<file path="src/rtl/mc_ctrl_fsm.sv">
// Multi-cycle control FSM for the shared single-ALU / single-memory-port datapath.
// Optional macro CTRL_ILLEGAL_EXC_EN: unknown opcodes trap to a sticky EXC state (adds exc_illegal).
module mc_ctrl_fsm #(
    parameter int CNT_W = 32
) (
    input  logic             clk,
    input  logic             rst,
    input  logic [5:0]       opcode,
    input  logic [5:0]       funct,
    input  logic             alu_zero,
    input  logic             imem_ready,
    input  logic             dmem_ready,
    output logic             imem_req,
    output logic             ir_write,
    output logic             pc_write,
    output logic [1:0]       pc_src,
    output logic [1:0]       alu_src_b,
    output logic [1:0]       alu_op,
    output logic             dmem_req,
    output logic             dmem_we,
    output logic             reg_write,
    output logic             reg_dst,
    output logic             mem_to_reg,
    output logic             instr_done,
`ifdef CTRL_ILLEGAL_EXC_EN
    output logic             exc_illegal,
`endif
    output logic [CNT_W-1:0] instr_cnt,
    output logic [3:0]       state
);

    typedef enum logic [3:0] {
        S_FETCH    = 4'd0,
        S_DECODE   = 4'd1,
        S_EXEC_R   = 4'd2,
        S_EXEC_I   = 4'd3,
        S_MEM_ADDR = 4'd4,
        S_MEM_RD   = 4'd5,
        S_MEM_WR   = 4'd6,
        S_WB_ALU   = 4'd7,
        S_WB_MEM   = 4'd8,
        S_BRANCH   = 4'd9,
        S_JUMP     = 4'd10,
        S_JUMP_REG = 4'd11,
        S_EXC      = 4'd12
    } state_t;

    localparam logic [5:0] OP_RTYPE = 6'b000000;
    localparam logic [5:0] OP_ADDI  = 6'b001000;
    localparam logic [5:0] OP_LW    = 6'b100011;
    localparam logic [5:0] OP_SW    = 6'b101011;
    localparam logic [5:0] OP_BEQ   = 6'b000100;
    localparam logic [5:0] OP_BNE   = 6'b000101;
    localparam logic [5:0] OP_J     = 6'b000010;
    localparam logic [5:0] FN_JR    = 6'b001000;

    state_t           r_state;
    state_t           w_next;
    logic             w_retire;
    logic [CNT_W-1:0] r_cnt;

    always_ff @(posedge clk) begin
        if (rst) begin
            r_state <= S_FETCH;
            r_cnt   <= '0;
        end else begin
            r_state <= w_next;
            if (w_retire) begin
                r_cnt <= r_cnt + CNT_W'(1);
            end
        end
    end

    always_comb begin
        w_next     = r_state;
        w_retire   = 1'b0;
        imem_req   = 1'b0;
        ir_write   = 1'b0;
        pc_write   = 1'b0;
        pc_src     = 2'b00;
        alu_src_b  = 2'b00;
        alu_op     = 2'b00;
        dmem_req   = 1'b0;
        dmem_we    = 1'b0;
        reg_write  = 1'b0;
        reg_dst    = 1'b0;
        mem_to_reg = 1'b0;
`ifdef CTRL_ILLEGAL_EXC_EN
        exc_illegal = 1'b0;
`endif

        case (r_state)
            S_FETCH: begin
                imem_req  = 1'b1;
                alu_src_b = 2'b01;
                if (imem_ready) begin
                    ir_write = 1'b1;
                    pc_write = 1'b1;
                    w_next   = S_DECODE;
                end
            end
            S_DECODE: begin
                // ALU precomputes PC + (imm<<2) so BRANCH only has to compare
                alu_src_b = 2'b11;
                case (opcode)
                    OP_RTYPE:      w_next = (funct == FN_JR) ? S_JUMP_REG : S_EXEC_R;
                    OP_ADDI:       w_next = S_EXEC_I;
                    OP_LW, OP_SW:  w_next = S_MEM_ADDR;
                    OP_BEQ, OP_BNE: w_next = S_BRANCH;
                    OP_J:          w_next = S_JUMP;
                    default: begin
`ifdef CTRL_ILLEGAL_EXC_EN
                        w_next   = S_EXC;
`else
                        w_next   = S_FETCH;
                        w_retire = 1'b1;
`endif
                    end
                endcase
            end
            S_EXEC_R: begin
                alu_op = 2'b10;
                w_next = S_WB_ALU;
            end
            S_EXEC_I: begin
                alu_src_b = 2'b10;
                w_next    = S_WB_ALU;
            end
            S_MEM_ADDR: begin
                alu_src_b = 2'b10;
                w_next    = (opcode == OP_SW) ? S_MEM_WR : S_MEM_RD;
            end
            S_MEM_RD: begin
                dmem_req = 1'b1;
                if (dmem_ready) begin
                    w_next = S_WB_MEM;
                end
            end
            S_MEM_WR: begin
                dmem_req = 1'b1;
                dmem_we  = 1'b1;
                if (dmem_ready) begin
                    w_next   = S_FETCH;
                    w_retire = 1'b1;
                end
            end
            S_WB_ALU: begin
                reg_write = 1'b1;
                reg_dst   = (opcode == OP_RTYPE);
                w_next    = S_FETCH;
                w_retire  = 1'b1;
            end
            S_WB_MEM: begin
                reg_write  = 1'b1;
                mem_to_reg = 1'b1;
                w_next     = S_FETCH;
                w_retire   = 1'b1;
            end
            S_BRANCH: begin
                alu_op   = 2'b01;
                pc_src   = 2'b01;
                pc_write = (opcode == OP_BNE) ? ~alu_zero : alu_zero;
                w_next   = S_FETCH;
                w_retire = 1'b1;
            end
            S_JUMP: begin
                pc_write = 1'b1;
                pc_src   = 2'b10;
                w_next   = S_FETCH;
                w_retire = 1'b1;
            end
            S_JUMP_REG: begin
                pc_write = 1'b1;
                pc_src   = 2'b11;
                w_next   = S_FETCH;
                w_retire = 1'b1;
            end
            S_EXC: begin
`ifdef CTRL_ILLEGAL_EXC_EN
                exc_illegal = 1'b1;
                w_next      = S_EXC;
`else
                w_next      = S_FETCH;
`endif
            end
            default: w_next = S_FETCH;
        endcase

        // Reset silences every control, including in-flight memory requests
        if (rst) begin
            imem_req   = 1'b0;
            ir_write   = 1'b0;
            pc_write   = 1'b0;
            pc_src     = 2'b00;
            alu_src_b  = 2'b00;
            alu_op     = 2'b00;
            dmem_req   = 1'b0;
            dmem_we    = 1'b0;
            reg_write  = 1'b0;
            reg_dst    = 1'b0;
            mem_to_reg = 1'b0;
`ifdef CTRL_ILLEGAL_EXC_EN
            exc_illegal = 1'b0;
`endif
        end
    end

    assign instr_done = w_retire & ~rst;
    assign instr_cnt  = r_cnt;
    assign state      = r_state;

endmodule

</file>
<file path="config.mk">
export PLATFORM = sky130hd
export DESIGN_NAME = mc_ctrl_fsm
export DESIGN_NICKNAME = d
export VERILOG_FILES = /design/src/rtl/mc_ctrl_fsm.sv
export SDC_FILE = /design/constraint.sdc
export NUM_CORES = 1
export LEC_CHECK = 0
export BUFFER_PORTS_ARGS = -buffer_cell sky130_fd_sc_hd__buf_2
export CAP_MARGIN = 20
export CORE_ASPECT_RATIO = 0.9
export CORE_MARGIN = 2
export CORE_UTILIZATION = 51
export CTS_CLUSTER_SIZE = 28
export DETAILED_ROUTE_END_ITERATION = 10
export PLACE_DENSITY = 0.8
export SYNTH_ARGS = -nofsm -noshare
export SYNTH_HDL_FRONTEND = slang
export SYNTH_SLANG_ARGS = --single-unit
</file>
<file path="constraint.sdc">
create_clock -name clk -period 2.5 [get_ports clk]
set_input_delay 0.5 -clock clk [delete_from_list [all_inputs] [get_ports clk]]
set_output_delay 0.5 -clock clk [all_outputs]
set_load 0.01 [all_outputs]
</file>
==> impl_results.md, run 1 <==
* Run status: complete, no violations
* Met2 routed WL at between 2000 and 3000 microns
* Root Driver: clkbuf_8
* Post-layout minimum cycle time at ~2.3 ns
* Total negative slack at 0 ns
* Synthesized area per cell at approximately 7.7 sq um
* Area after DPL at roughly 2500 sq um
* Synth-to-Final Area Change at 19.8%
* Die width at just over 70 microns
* Wire length of the first global-routing pass at just over 9000 microns
* Beginning of the critical path: opcode[0]
* Worst reg2reg setup slack at 0.26 ns
* Vias at 2433
* Clock sinks at 36
* Vias in the first global route at about 2000
* Cells after synthesis at 281
* H-tree depth at 2
* Dpl hpwl at a little under 4000 microns
* Mapped cell area at roughly 2200 sq um
* Period utilisation layout at 0.919
* Clk slew on worst S/H paths at approximately 0.080 ns
* Largest net degree at the start of global routing at between 40 and 50
* WL met1 at about 2500 microns
* Syn. warnings at 0
* Maximum fanout along the worst path at 5
* Worst r2r dst: instr_cnt[24]
* Max Cap Viol at 0
* CP cell instances: buf_2 -> or4_4 -> o2111ai_1 -> o31a_2 -> nor2_1 -> buf_2
* Initial Utilization at 0.532
* Syn Nets at ~300
* GR Overflow Total at 0
* Layout Cells excl Fill at roughly 400
* Global Route Usage Sum at 0.239
* Share of layout cells above drive strength 1 at 0.259
* Worst setup SP type: primary input
* Worst Setup EP: instr_done
* Worst path slowest cell: or4_4
* TritonCTS clock tree: yes
* Cell Count Post-Placement at 383
* Number of post-CTS setup repair buffers at 0
* Cell mode on critical path: buf_2
* Die Y at between 60 and 70 microns
* Relative slew slack at 0.659
* CTS Buf Count at 5
* Reg2reg start: instr_cnt[2]
* Cts repair resizes at 0
* Pint at around 0.85 mW
* Placer Congestion at about 0.9
* Detailed-route wire length per cell at approximately 14 microns
* Synth Register Bits at 36
* LEAKAGE at between 0.9 and 1 nW
* Clk_skew at between 0.01 and 0.015 ns
* Worst-Margin Slew at 0.512 ns
* Final Cell Area at approximately 2600 sq um
* Row cnt at 22
* Diode count at 0
* IO Pins at 68
* Critical path class: in -> out
* VDD IR-drop max at 0.000196 V
* Initial DRC count at approximately 190
* DR WL met3 at 306 microns
* DR pass1 iterations at 4
* Fillers at 370
* R2R cell count at 5
* Crit-path max cell delay at 0.56 ns
* CTS max path bufs at 2
* Fin. max-slew vios at 0
* Clk pwr share at 0.347
* Pwr dens at roughly 470 nW/um^2
* CP required at about 2.0 ns
* Detail Route Antenna Nets at 0
* Library cells used by synthesis at 44
* Top FF cell, synth: dfxtp_1
* Switching share of total power at 0.297
* Vias/cell at approximately 6.2
* DIE AREA at 4790 sq um
* Number of enable flip-flop cells after synthesis at 0
* Hold_buf cts at 0
* Fin util at 0.637
* Flop pwr share at 0.490
* Post-layout nets at 360
* RSZ-0062 raised after global routing: no
* CP endpoint kind: output port
* Latest clock arrival within the worst-skew pair at just under 0.3 ns
* Hold crit path type: reg -> reg
* Initial antenna violation count at 0
* Switching power at between 0.3 and 0.4 mW
* WL final at ~5500 microns
* Part of the power in combinational logic at 0.163
* Sequential area share after synthesis at 0.333
* Core Area at a little over 4000 sq um
* Max layer used: met4
* Pwr Total at 1.21 mW
* Final setup viols at 0
* Post-synth ARST share at 0
* WP data arrival at ~1.8 ns
* F_max at about 0.44 GHz
* Hold Vio Cnt, Final at 0
* # DRC at 0
* PortBufs at 67
==> stage by stage <==
step	setup slack (ns)	hold WS, ns
floorplan	0.186	0.496
global placement	0.229	0.463
detailed placement	0.197	0.471
CTS	0.202	0.482
global route	0.0776	0.514
finish	0.202	0.481
==> per-layer routing <==
metal  up-vias  track usage
met1      1144        0.312
met3         7       0.0427
li1       1204            -
met5         -            0
met4         0       0.0764
met2        78        0.399
==> power by group through the flow <==
stage | combinational, mW | clock (mW) | sequential [mW]
finish | 0.198 | 0.420 | 0.593
global route | 0.217 | 0.447 | 0.596
CTS | 0.197 | 0.423 | 0.593
detailed placement | 0.196 | 0 | 0.607
global placement | 0.195 | 0 | 0.607
floorplan | 0.156 | 0 | 0.605
==> flip-flops by register name, indices dropped and copies added, names as in the netlist <==
signal,flops
state,4
instr_cnt,32
==> cell type report <==
cell class	instances	area [sq um]	share of cell area
Clock inverter	3	18.8	0.00723
Tap cell	48	60.1	0.0231
Inverter	5	18.8	0.00723
Multi-Input combinational cell	218	1290	0.498
Timing Repair Buffer	76	415	0.160
Sequential cell	36	721	0.278
Clock buffer	5	68.8	0.0265
==> cell usage after synthesis, types with 3 or more instances <==
cell type  number  area (sq um)
or3_1          13          81.3
nand4_1        10          62.6
or4_1          18           135
dfxtp_1        36           721
nor3_1         12          60.1
and2_1          3          18.8
o31ai_1        19           143
nor4_1          5          31.3
a21oi_1        36           180
nand2_1        19          71.3
buf_2           3          15.0
nand3_1        17          85.1
o31a_1          3          26.3
nor2_1         21          78.8
inv_1           5          18.8
buf_6           6          67.6
nand2b_1        5          31.3
clkbuf_1       10          37.5
o21ai_1        11          55.1
==> kinds of logic (layout without fill, tap and decap cells) <==
group / Yosys count / after routing / share of synthesized area
AND/OR/NAND/NOR: 131 / 131 / 0.336
buffers and inverters: 27 / 89 / 0.0710
AO/OA/AOI/OAI: 81 / 81 / 0.233
adder cells (fa/ha/maj): 1 / 1 / 0.00577
XOR/XNOR: 3 / 3 / 0.0121
multiplexers: 2 / 2 / 0.00924
flip-flops: 36 / 36 / 0.333
==> worst max-delay path, delay by kind of cell <==
family	cells	cell delay, ns
buffers and inverters	2	0.26
and+or+nand+nor	2	0.61
AOI/OAI and AO/OA	2	0.43
==> how the worst min path moves through the flow <==
stage,from,end,cells past startpoint
floorplan,instr_cnt[31],instr_cnt[31],2
global placement,instr_cnt[31],instr_cnt[31],2
detailed placement,instr_cnt[31],instr_cnt[31],2
CTS,instr_cnt[31],instr_cnt[31],2
global route,instr_cnt[31],instr_cnt[31],2
finish,instr_cnt[31],instr_cnt[31],2
==> cells in the final DEF, fill, tap and decap left out, types with 3 or more instances in the layout <==
cell type  synthesis  final
a21oi_1           36     36
clkbuf_8           0      5
and2_1             3      3
buf_4              1      8
dfxtp_1           36     36
nor3_1            12     12
buf_2              3     67
nand2_1           19     19
nand3_1           17     17
or3_1             13     13
nand4_1           10     10
nand2b_1           5      5
nor4_1             5      5
inv_1              5      5
or4_1             18     18
nor2_1            21     21
o21ai_1           11     11
o31ai_1           19     19
Power figures use the tool's default switching activity.
==> run 2, diff against run 1 <==
--- a/config.mk
+++ b/config.mk
@@ -9,10 +9,11 @@
 export CAP_MARGIN = 20
 export CORE_ASPECT_RATIO = 0.9
 export CORE_MARGIN = 2
-export CORE_UTILIZATION = 51
+export CORE_UTILIZATION = 53
+export CTS_BUF_LIST = sky130_fd_sc_hd__clkbuf_8
 export CTS_CLUSTER_SIZE = 28
 export DETAILED_ROUTE_END_ITERATION = 10
-export PLACE_DENSITY = 0.8
+export PLACE_DENSITY = 0.82
 export SYNTH_ARGS = -nofsm -noshare
 export SYNTH_HDL_FRONTEND = slang
 export SYNTH_SLANG_ARGS = --single-unit
==> impl_results.md, run 2 (synthesized netlist as in run 1, its figures left out) <==
* Detail Route Antenna Nets at 0 (unchanged)
* Period utilisation layout at 0.915 (-0.00425)
* Die Y at 64.7 microns (-1.8%)
* CP required at 2.00 ns (about the same)
* Hold_buf cts at 0 (unchanged)
* DIE AREA at 4620 sq um (-3.6%)
* CP endpoint kind: output port
* Commonest non-fill, non-tap cells in the layout: 67 x buf_2, 36 x a21oi_1, 36 x dfxtp_1
* Cell Count Post-Placement at 387 (+1.0%)
* Relative slew slack at 0.679 (+0.0202)
* Switching share of total power at 0.272 (-0.0254)
* GR Util met3 at 0.0482 (+0.00553)
* Clk slew on worst S/H paths at 0.08 ns (about the same)
* Vias at 2396 (-1.5%)
* Worst path slowest cell: or4_4
* CTS Buf Count at 5 (unchanged)
* Dpl hpwl at 4020 microns (+3.8%)
* Crit path max-delay family: simple AND/OR/NAND/NOR gates
* WP data arrival at 1.79 ns (about the same)
* Clk pwr share at 0.390 (+0.043)
* Register area at 721 sq um (unchanged)
* Final setup viols at 0 (unchanged)
* Worst-Margin Slew at 0.482 ns (-0.0304 ns)
* GR Overflow Total at 0 (unchanged)
* DR pass1 iterations at 4 (unchanged)
* Buffers & Inverters on Critical Path at 2 (unchanged)
* Diode count at 0 (unchanged)
* WL final at 5570 microns (+0.47%)
* Placer Congestion at 0.909 (+0.26%)
* Hold Vio Cnt, Final at 0 (unchanged)
* IO Pins at 68 (unchanged)
* Share of layout cells above drive strength 1 at 0.265 (+0.00565)
* Clock sinks at 36 (unchanged)
* Worst reg2reg setup slack at 0.41 ns (+0.15 ns)
* Core Area at 3990 sq um (-2.0%)
* RSZ-0062 raised after global routing: no
* TritonCTS clock tree: yes
* Max reg flops at 32 (unchanged)
* Fin. max-slew vios at 0 (unchanged)
* Root Driver: clkbuf_8
* Fin util at 0.663 (+0.0257)
* Vias/cell at 6.07 (-2.5%)
* Total negative slack at 0 ns (unchanged)
* GR Util met1 at 0.335 (+0.0231)
* GRT met2 Usage at 0.394 (-0.00535)
* F_max at 0.437 GHz (+0.46%)
* CTS max path bufs at 2 (unchanged)
* Part of the power in combinational logic at 0.155 (-0.008)
* Initial antenna violation count at 0 (unchanged)
* Post-layout nets at 364 (+1.1%)
* Initial DRC count at 285 (+49%)
* Vias in the first global route at 2061 (+1.7%)
* Hold crit path type: reg -> reg
* Switching power at 0.356 mW (-1.1%)
* Critical path class: in -> out
* Cell mode on critical path: buf_2
* Synth-to-Final Area Change at 22.1%
* Post-layout minimum cycle time at 2.29 ns (-0.0106 ns)
* Pwr dens at 495 nW/um^2 (+6.1%)
* Commonest non-fill, non-tap cell in the layout: buf_2
* Crit-path max cell delay at 0.56 ns (about the same)
* # DRC at 0 (unchanged)
* Layout Cells excl Fill at 395 (+1.0%)
* LEAKAGE at 1.03 nW (+3.2%)
* Maximum fanout along the worst path at 5 (unchanged)
* Global Route Usage Sum at 0.245 (+0.00653)
* Largest net degree at the start of global routing at 33 (-20%)
* VDD IR-drop max at 0.000245 V (+25%)
* PortBufs at 67 (unchanged)
* Fillers at 348 (-5.9%)
* Pint at 0.953 mW (+12%)
* Max Cap Viol at 0 (unchanged)
* Cts repair resizes at 0 (unchanged)
* Detailed-route wire length per cell at 14.1 microns (-0.55%)
* Run status: complete, no violations
* Clk_skew at 0.00735 ns (-0.00266 ns)
* H-tree depth at 2 (unchanged)
* Initial Utilization at 0.543 (+0.0110)
* Row cnt at 22 (unchanged)
* Wire length of the first global-routing pass at 9280 microns (+1.1%)
* GR peak layer: met2
* Area of the multi-input gates at 1290 sq um (unchanged)
* Latest clock arrival within the worst-skew pair at 0.29 ns (about the same)
* Number of post-CTS setup repair buffers at 0 (unchanged)
* Die width at 71.4 microns (-1.8%)
* Worst setup SP type: primary input
* CP cell instances: buf_2 -> or4_4 -> o2111ai_1 -> o31a_2 -> nor2_1 -> buf_2
* Flop pwr share at 0.455 (-0.035)
-- run 2: cell types whose count changed in the layout (fill, tap and decap cells not counted), sizes merged --
cell / previous run / this run
clkinv: 3 / 1
inv: 5 / 6
buf: 76 / 80
bufinv: 0 / 1
-- run 2: path summary, 6_finish.rpt --
| path | endpoint | depth (start not counted) | startpoint |
|---|---|---|---|
| min | instr_cnt[31] | 2 | instr_cnt[31] |
| min reg2reg | instr_cnt[31] | 2 | instr_cnt[31] |
| max reg2reg | instr_cnt[24] | 5 | instr_cnt[13] |
| max | instr_done | 6 | opcode[0] |
-- run 2: worst min-delay path, cell delays in order, from the launching register on --
cell and delay [ns]:
dfxtp_1 0.32, o31ai_1 0.06, a21oi_1 0.05
-- run 2: layer usage --
layer  part of all wire  routed length, microns
met5                  0                       0
met4              0.012                      68
met3              0.060                     334
met2               0.46                    2550
met1               0.47                    2610
-- run 2: power groups by stage --
stage	registers, mW	logic, mW	clock network [mW]
final	0.595	0.203	0.511
after global routing	0.597	0.223	0.541
after floorplan	0.605	0.156	0
after CTS	0.595	0.202	0.519
after detailed placement	0.608	0.201	0
after global placement	0.608	0.197	0
-- run 2: layout make-up --
| type | instances | share of cell area |
|---|---|---|
| clock buffers | 5 | 0.0260 |
| clock inverters | 3 | 0.0147 |
| inverters | 5 | 0.00709 |
| multi-input cells | 218 | 0.489 |
| flip-flops and latches | 36 | 0.272 |
| well taps | 48 | 0.0227 |
| repair buffers | 80 | 0.168 |
-- run 2: metrics by stage --
step | setup WS, ns | total power, mW | cell area [sq um] | hold slack [ns]
floorplan | 0.186 | 0.761 | 2170 | 0.496
global placement | 0.236 | 0.805 | 2540 | 0.460
detailed placement | 0.192 | 0.809 | 2540 | 0.469
CTS | 0.219 | 1.32 | 2650 | 0.479
global route | 0.0979 | 1.36 | 2650 | 0.524
finish | 0.212 | 1.31 | 2650 | 0.476
==> run 3, diff against run 2 <==
--- a/config.mk
+++ b/config.mk
@@ -8,7 +8,7 @@
 export BUFFER_PORTS_ARGS = -buffer_cell sky130_fd_sc_hd__buf_2
 export CAP_MARGIN = 20
 export CORE_ASPECT_RATIO = 0.9
-export CORE_MARGIN = 2
+export CORE_MARGIN = 1
 export CORE_UTILIZATION = 53
 export CTS_BUF_LIST = sky130_fd_sc_hd__clkbuf_8
 export CTS_CLUSTER_SIZE = 28
==> impl_results.md, run 3 (synthesized netlist as in run 1, its figures left out) <==
* Run status: complete, no violations
* Initial antenna violation count at 0 (unchanged)
* Critical path class: in -> out
* Share of layout cells above drive strength 1 at 0.257 (-0.00782)
* Commonest non-fill, non-tap cells in the layout: 67 x buf_2, 36 x a21oi_1, 36 x dfxtp_1
* Detailed-route wire length per cell at 14.0 microns (-0.30%)
* Clk_skew at 0.00559 ns (-0.00175 ns)
* Worst path slowest cell: or4_4
* Final setup viols at 0 (unchanged)
* Max reg flops at 32 (unchanged)
* Maximum fanout along the worst path at 5 (unchanged)
* Switching share of total power at 0.299 (+0.0268)
* Fin. max-slew vios at 0 (unchanged)
* GR Overflow Total at 0 (unchanged)
* Core Area at 3810 sq um (-4.5%)
* Initial Utilization at 0.569 (+0.0259)
* Row cnt at 21 (-4.5%)
* CP cell instances: buf_2 -> or4_4 -> o2111ai_1 -> o31a_2 -> nor2_1 -> buf_2
* Post-layout nets at 359 (-1.4%)
* Worst Hold Depth at 2 (unchanged)
* Worst-Margin Slew at 0.544 ns (+0.0620 ns)
* CP endpoint kind: output port
* CTS Buf Count at 5 (unchanged)
* Root Driver: clkbuf_8
* RSZ-0062 raised after global routing: no
* R2R cell count at 5 (unchanged)
* Cts repair resizes at 0 (unchanged)
* Pwr Total at 1.21 mW (-7.4%)
* LEAKAGE at 0.994 nW (-3.6%)
* Fillers at 326 (-6.3%)
* Switching power at 0.362 mW (+1.7%)
* Number of post-CTS setup repair buffers at 0 (unchanged)
* TritonCTS clock tree: yes
* DIE AREA at 4350 sq um (-5.8%)
* Dpl ws at 0.194 ns (+0.00245 ns)
* VDD IR-drop max at 0.000278 V (+13%)
* Commonest non-fill, non-tap cell in the layout: buf_2
* Die Y at 62.7 microns (-3.1%)
* F_max at 0.434 GHz (-0.63%)
* Initial DRC count at 152 (-47%)
* Synth-to-Final Area Change at 19.3%
* Detail Route Antenna Nets at 0 (unchanged)
* Diode count at 0 (unchanged)
* Global Route Usage Sum at 0.256 (+0.0110)
* Total negative slack at 0 ns (unchanged)
* # DRC at 0 (unchanged)
* Clk pwr share at 0.346 (-0.044)
* H-tree depth at 2 (unchanged)
* Vias at 2363 (-1.4%)
* Pint at 0.850 mW (-11%)
* Hold Vio Cnt, Final at 0 (unchanged)
* Hold_buf cts at 0 (unchanged)
* CTS max path bufs at 2 (unchanged)
* Crit-path max cell delay at 0.56 ns (about the same)
* Placer Congestion at 0.885 (-2.7%)
* WL final at 5450 microns (-2.1%)
* Period utilisation layout at 0.921 (+0.00584)
* CP required at 2.00 ns (about the same)
* Dpl hpwl at 3810 microns (-5.3%)
* Hold crit path type: reg -> reg
* Worst setup SP type: primary input
* Final Cell Area at 2590 sq um (-2.3%)
* Pwr dens at 469 nW/um^2 (-5.2%)
* Setup ws final at 0.198 ns (-0.0146 ns)
* Wire length of the first global-routing pass at 9200 microns (-0.89%)
* Vias in the first global route at 1939 (-5.9%)
* Largest net degree at the start of global routing at 45 (+36%)
* Die width at 69.4 microns (-2.8%)
* Max Cap Viol at 0 (unchanged)
* Part of the power in combinational logic at 0.163 (+0.008)
* Area after DPL at 2500 sq um (-1.6%)
* Clock sinks at 36 (unchanged)
* Cell mode on critical path: buf_2
* Flop pwr share at 0.491 (+0.036)
* Latest clock arrival within the worst-skew pair at 0.29 ns (about the same)
* Post-layout minimum cycle time at 2.30 ns (+0.0146 ns)
* PortBufs at 67 (unchanged)
* Clk slew on worst S/H paths at 0.07 ns (about the same)
* IO Pins at 68 (unchanged)
* DR pass1 iterations at 4 (unchanged)
* WP data arrival at 1.80 ns (about the same)
* Vias/cell at 6.09 (+0.40%)
* Relative slew slack at 0.635 (-0.0441)
## run 3: power by group through the flow
stage	clock, mW	sequential [mW]	combinational (mW)
finish	0.420	0.595	0.197
global route	0.456	0.597	0.217
CTS	0.425	0.595	0.197
detailed placement	0	0.609	0.195
global placement	0	0.608	0.192
floorplan	0	0.605	0.156
## run 3: per-stage QoR
stage               cells  hold slack [ns]  utilization
floorplan             281            0.496            -
global placement      380            0.462        0.656
detailed placement    380            0.471        0.656
CTS                   388            0.484        0.679
global route          388            0.513        0.679
finish                388            0.478        0.679
## run 3: metal layers
metal | GRT usage | vias to the layer above | wire length (microns)
li1 | - | 1196 | -
met1 | 0.363 | 1089 | 2610
met2 | 0.388 | 72 | 2490
met3 | 0.0548 | 6 | 301
met4 | 0.0791 | 0 | 50
met5 | 0 | - | 0
## run 3: path summary, 6_finish.rpt
path                 start       endpoint  slack (ns)
max reg2reg   instr_cnt[2]  instr_cnt[23]        0.30
max              opcode[0]     instr_done        0.20
min reg2reg  instr_cnt[31]  instr_cnt[31]        0.48
min          instr_cnt[31]  instr_cnt[31]        0.48
## run 3: final cells by class
cell class	instances	area, sq um	share of cell area
clock buffers	5	68.8	0.0266
clock inverters	3	18.8	0.00726
inverters	5	18.8	0.00726
multi-input cells	218	1290	0.500
flip-flops and latches	36	721	0.279
well taps	46	57.6	0.0223
repair buffers	75	408	0.158
## run 3: worst max-delay path: cells and delay by family
family                 cells  cell delay [ns]
AND/OR/NAND/NOR            2             0.62
AO/OA/AOI/OAI              2             0.43
buffers and inverters      2             0.26
